**config.mk**
```make
export PLATFORM = sky130hd
export DESIGN_NAME = left_shift_pipelined
export DESIGN_NICKNAME = d
export VERILOG_FILES = /design/src/rtl/left_shift_pipelined.sv
export SDC_FILE = /design/constraint.sdc
export NUM_CORES = 1
export LEC_CHECK = 0
export CAP_MARGIN = 15
export CORE_MARGIN = 2
export CORE_UTILIZATION = 44
export CTS_CLUSTER_SIZE = 16
export DETAILED_ROUTE_END_ITERATION = 12
export GPL_TIMING_DRIVEN = 1
export PLACE_DENSITY = 0.73
export SLEW_MARGIN = 5
export SYNTH_ARGS = -nofsm -noshare
export SYNTH_HDL_FRONTEND = slang
export SYNTH_SLANG_ARGS = --single-unit
```
**constraint.sdc**
```tcl
create_clock -name clk -period 1.4 [get_ports clk]
set_input_delay 0.28 -clock clk [delete_from_list [all_inputs] [get_ports clk]]
set_output_delay 0.28 -clock clk [all_outputs]
set_load 0.01 [all_outputs]
```
**src/rtl/left_shift_pipelined.sv**
```systemverilog
// Pipelined logical left shifter: one radix-4 digit of the shift amount per
// registered stage, most significant digit first, with valid/ready flow control.
module left_shift_pipelined #(
  parameter int WIDTH  = 13,
  parameter int SW     = $clog2(WIDTH),
  parameter int STAGES = (SW + 1) / 2
) (
  input  logic             clk,
  input  logic             reset,
  input  logic [WIDTH-1:0] in,
  input  logic [SW-1:0]    shift,
  input  logic             validIn,
  output logic             readyIn,
  output logic [WIDTH-1:0] out,
  output logic             validOut,
  input  logic             readyOut
);

  localparam int PW = 2 * STAGES;

  // 4:1 mux per bit: source bit b - d*4^s, zero where that index falls below 0
  function automatic logic [WIDTH-1:0] digit_shift(input logic [WIDTH-1:0] src,
                                                   input logic [1:0] d,
                                                   input int unsigned s);
    logic [WIDTH-1:0] r;
    r = src;
    unique case (d)
      2'd0: r = src;
      2'd1: r = src << (32'd1 << (2 * s));
      2'd2: r = src << (32'd2 << (2 * s));
      2'd3: r = src << (32'd3 << (2 * s));
      default: r = src;
    endcase
    return r;
  endfunction

  logic             advance;
  logic [PW-1:0]    shift_pad;
  logic [WIDTH-1:0] data_q [STAGES];
  logic             vld_q  [STAGES];

  // An odd SW leaves the top digit one bit short; its missing bit reads as 0
  assign shift_pad = PW'(shift);
  assign advance   = !vld_q[STAGES-1] || readyOut;
  assign readyIn   = advance;
  assign out       = data_q[STAGES-1];
  assign validOut  = vld_q[STAGES-1];

  always_ff @(posedge clk) begin
    if (reset) begin
      for (int unsigned i = 0; i < STAGES; i++) vld_q[i] <= 1'b0;
    end else if (advance) begin
      vld_q[0] <= validIn;
      for (int unsigned i = 1; i < STAGES; i++) vld_q[i] <= vld_q[i-1];
    end
  end

  always_ff @(posedge clk) begin
    if (advance) data_q[0] <= digit_shift(in, shift_pad[2*(STAGES-1) +: 2], STAGES - 1);
  end

  generate
    if (STAGES > 1) begin : g_pipe
      // Shift amount travels with its data word so each stage sees its own digit
      logic [PW-1:0] sh_q [STAGES-1];

      always_ff @(posedge clk) begin
        if (advance) sh_q[0] <= shift_pad;
      end

      for (genvar k = 1; k < STAGES; k++) begin : g_stage
        localparam int unsigned S = STAGES - 1 - k;

        always_ff @(posedge clk) begin
          if (advance) data_q[k] <= digit_shift(data_q[k-1], sh_q[k-1][2*S +: 2], S);
        end

        if (k < STAGES - 1) begin : g_sh
          always_ff @(posedge clk) begin
            if (advance) sh_q[k] <= sh_q[k-1];
          end
        end
      end
    end
  endgenerate

endmodule

```
After elaboration in Yosys (flattened, before gate mapping). Memory sizes are Yosys's and may differ from the RTL's. Cells that the tools add are included.

Flip-flop bits (word level): 0. Bits in writable memories: 32. Bits of input ports: 21. Output and inout port bits: 15. Word-level logic and storage cells: 27. Memories kept: 3.

Eq/ne operators: 6. Mux-type cells: 12. Bitwise operators: 2. Reductions and logical operators: 4.

Memories: data_q (depth 2, bits a word 13, rd ports 2, clocked after Yosys merged registers in 0, wr ports 2, line 39) `logic [WIDTH-1:0] data_q [STAGES];`; g_pipe.sh_q (depth 1, bits a word 4, rd ports 1, clocked after Yosys merged registers in 0, wr ports 1, line 65) `logic [PW-1:0] sh_q [STAGES-1];`; vld_q (depth 2, bits a word 1, rd ports 2, clocked after Yosys merged registers in 0, wr ports 2, line 40) `logic vld_q [STAGES];`.

Operator list (count): $pmux W13 S4 (2); $mux W13 (2); $eq A2 B2 Y1 const B (4); $mux W1 (8); $eq A2 B1 Y1 const B (2); $logic_not A2 Y1 (2); $or A1 B1 Y1 (2); $logic_not A1 Y1 (1); $logic_or A1 B1 Y1 (1).

Longest topological paths before layout.
Depth after elaboration: 6. Depth in mapped cells: 4. Mapped depth without buffers: 2.

Worst setup path after synthesis. OpenSTA, ideal clock, no wires.

Path kind: register to register. Start point: memory vld_q[1][0], in the netlist vld_q[0][1]. End point: memory data_q[0][0] (enable). Setup time: 386 ps. Data arrival time: 1220 ps. Required time: 1014 ps. Setup slack: -206 ps. Cell stages (with the launch flop): 3. Path buffers: 0. Clock period less this slack: 1606 ps. Path through: edfxtp_1 > nor2b_1 > inv_1.

RTL lines (line): from (decl) (40); to (decl) (39).

Final worst setup path.
Start point: input readyOut. End point: output readyIn.

Longest elaborated chain between the ends: 1.

RTL lines: from (decl) (line 16) `input logic readyOut`; $logic_or A1 B1 Y1 (line 44) `assign advance = !vld_q[STAGES-1] || readyOut;`; to (decl) (line 13) `output logic readyIn,`.

No other way between the ends.

==> reports/summary.txt <==
area grow syn2layout = 29.26%
CP required = 1.12 ns
final instance area = 0.001957 mm^2
Critical Path Max Stage Delay = 0.44 ns
Yosys warning count = 0
outcome = complete, but fails checks
top cell type's share of synthesized area = 59.50%
port buffer count = 35
CTS root buffer = clkbuf_4
Tot Pwr = 2.332 mW
hold-fix buffer count after cts = 0
Setup WS post-layout = -0.009770 ns
post-detail-place hpwl = 1.662 mm
clock skew = 0.01153 ns
WL final = 2.095 mm
Crit-path slowest cell = clkdlybuf4s50_1
clk buf depth = 2
width of the die = 62.66 um
antenna viol nets, final = 0
Die ar. = 0.003926 mm^2
P_leak = 0.8455 nW
Final Hold Fails = 0
DRC Markers = 0
number of diodes = 0
clock share of power = 35.7%
Final Slew Violations = 0
Sequential Power Share = 48.9%
Tmin final = 1.410 ns
slew margin rel. = 78.26%
Post-Syn Nets = 123
P_sw = 469.4 uW
Synth area leaders = edfxtp_1, mux2i_1, buf_4, mux4_2, o2bb2ai_1
vias = 865
Synth Register Bits = 30
Synth cell types = 15
area leader, netlist = edfxtp_1
Fillers = 298
placed inst area = 0.001876 mm^2
Synth Instances = 102
Clock Sink Count = 30
die height = 62.66 um
CP Capture Type = output port
H-tree depth = 2
Achievable Freq = 0.7093 GHz
gr ovfl total = 0
critical path class = in2out
clk slew on worst S/H paths = 0.09 ns
Post-synth ARST share = 0%
total core area = 0.003311 mm^2
Internal = 1.862 mW
Clk Latency, worst-skew pair = 0.33 ns
Cell Area, Synth = 0.001514 mm^2
Hold Crit Class = in2reg
Post-synth EDFFs = 30
cell chain of the critical path = clkdlybuf4s50_1 > nor2b_4 > clkinvlp_4 > buf_6
layout cells sized above 1 = 18.12%
row cnt = 21
initial antenna violation count = 0
Seq/Total Area, Yosys = 59.50%
first drt pass iteration count = 4
Post-CTS Setup Inserts = 0
1st-iter DRT viols = 7
gr usage total = 12.59%
Mean Syn Cell Area = 14.84 um^2
Top FF cell, synth = edfxtp_1
worst vdd ir = 0.0005928 V
vias per cell = 4.701
RePlAce Congestion = 0.7168
fin nets = 158
MaxCap Viol Count = 0
crit path launch type = input port
switching share of total power = 20.13%
CTS tree = built
Power Density = 1192 mW/mm^2
largest net degree at the start of global routing = 29
Final Cycle Share = 100.7%
Slew @ Worst Pin = 0.3261 ns
count leader, synth = edfxtp_1
RSZ-0062 raised after global routing = yes
number of global-route vias before repair = 857
first-pass GRT wire length = 3.636 mm
Setup Slack @ Placement = -0.3627 ns
drt wl/cell = 11.39 um
top post-synthesis cells by count = edfxtp_1, mux2i_1, buf_4
failing checks = negative setup slack
Inserted Clock Buffers = 5
num ports = 36
logic gate share of total power = 15.4%
CP arrival = 1.13 ns
Initial Util = 45.73%
maximum fanout along the worst path = 2
Setup violations, final = 1
final cells by class:
class | count | area (um^2) | area share [%]
clock buffers | 5 | 37.54 | 1.918
clock inverters | 3 | 63.81 | 3.261
inverters | 1 | 7.507 | 0.3836
multi-input cells | 52 | 469.2 | 23.98
flip-flops and latches | 30 | 900.9 | 46.04
well taps | 46 | 57.56 | 2.941
repair buffers | 47 | 420.4 | 21.48
sequential cells by signal, summed over array words and instances, names as in the netlist:
name,count
vld_q,2
g_pipe.sh_q,2
data_q,26
worst paths after layout:
| kind | cells after the start | startpoint | slack [ns] | to |
|---|---|---|---|---|
| worst max-delay path | 4 | readyOut | -0.01 | readyIn |
| worst min register to register | 1 | vld_q[0][0]$_SDFFCE_PN0P_ | 0.62 | vld_q[0][1]$_SDFFCE_PN0P_ |
| worst max register to register | 3 | vld_q[0][1]$_SDFFCE_PN0P_ | 0.11 | data_q[0][8]$_DFFE_PP_ |
| worst min-delay path | 1 | shift[1] | 0.50 | g_pipe.sh_q[0][1]$_DFFE_PP_ |
through the flow:
step | std cells | utilization, % | TNS (ns) | hold WS [ns]
2_1_floorplan | 102 | - | -0.2326 | 0.3789
3_5_place_dp | 176 | 56.65 | -6.559 | 0.6225
4_1_cts | 184 | 59.26 | -0.01761 | 0.4882
6_report | 184 | 59.11 | -0.009770 | 0.4968
5_1_grt | 184 | 59.11 | -0.05543 | 0.4829
3_3_place_gp | 176 | 56.65 | -5.991 | 0.5818
cells by family after synthesis:
| family | after synthesis | share of synthesized area [%] |
|---|---|---|
| buffers and inverters | 20 | 10.00 |
| AO/OA/AOI/OAI | 5 | 2.644 |
| multiplexers | 30 | 21.49 |
| AND/OR/NAND/NOR | 17 | 6.363 |
| flip-flops | 30 | 59.50 |
what timing repair did:
item | 4_1_cts | 5_1_grt
setup endpoints to repair | 15 | 2
pin swaps | 0 | 0
resized for setup | 20 | 1
cells in the final DEF, fill, tap and decap left out:
cell type / n
edfxtp_1: 30
mux2i_1: 28
clkdlybuf4s50_1: 20
dlygate4sd2_1: 13
buf_4: 12
nor2_1: 6
clkbuf_4: 5
and2_1: 4
o2bb2ai_1: 4
nor3b_1: 3
mux4_2: 2
bufinv_16: 2
nand3b_1: 1
o21ai_0: 1
nor2b_1: 1
nor2b_4: 1
clkinvlp_4: 1
nand2b_1: 1
clkinv_1: 1
buf_6: 1
clkbuf_2: 1
power groups by stage:
stage | combinational [mW] | sequential, mW | clock (mW)
after global routing | 0.389 | 1.16 | 0.892
after detailed placement | 0.403 | 1.17 | 0
final | 0.359 | 1.14 | 0.833
after CTS | 0.365 | 1.14 | 0.846
after floorplan | 0.269 | 1.15 | 0
after global placement | 0.397 | 1.16 | 0
critical path: cells and delay by family:
kind	cells	cell delay, ns
buffers and inverters	3	0.70
and+or+nand+nor	1	0.15
per-layer routing:
layer,vias up,GRT usage (%),part of all wire (%),routed length [um]
met3,9,3.243,6.2,130
met2,33,20.97,50,1052
met1,389,13.20,40,830
met5,-,0,0,0
li1,434,-,-,-
met4,0,10.83,3.9,82
No activity file was read; power rests on OpenSTA's default activity.
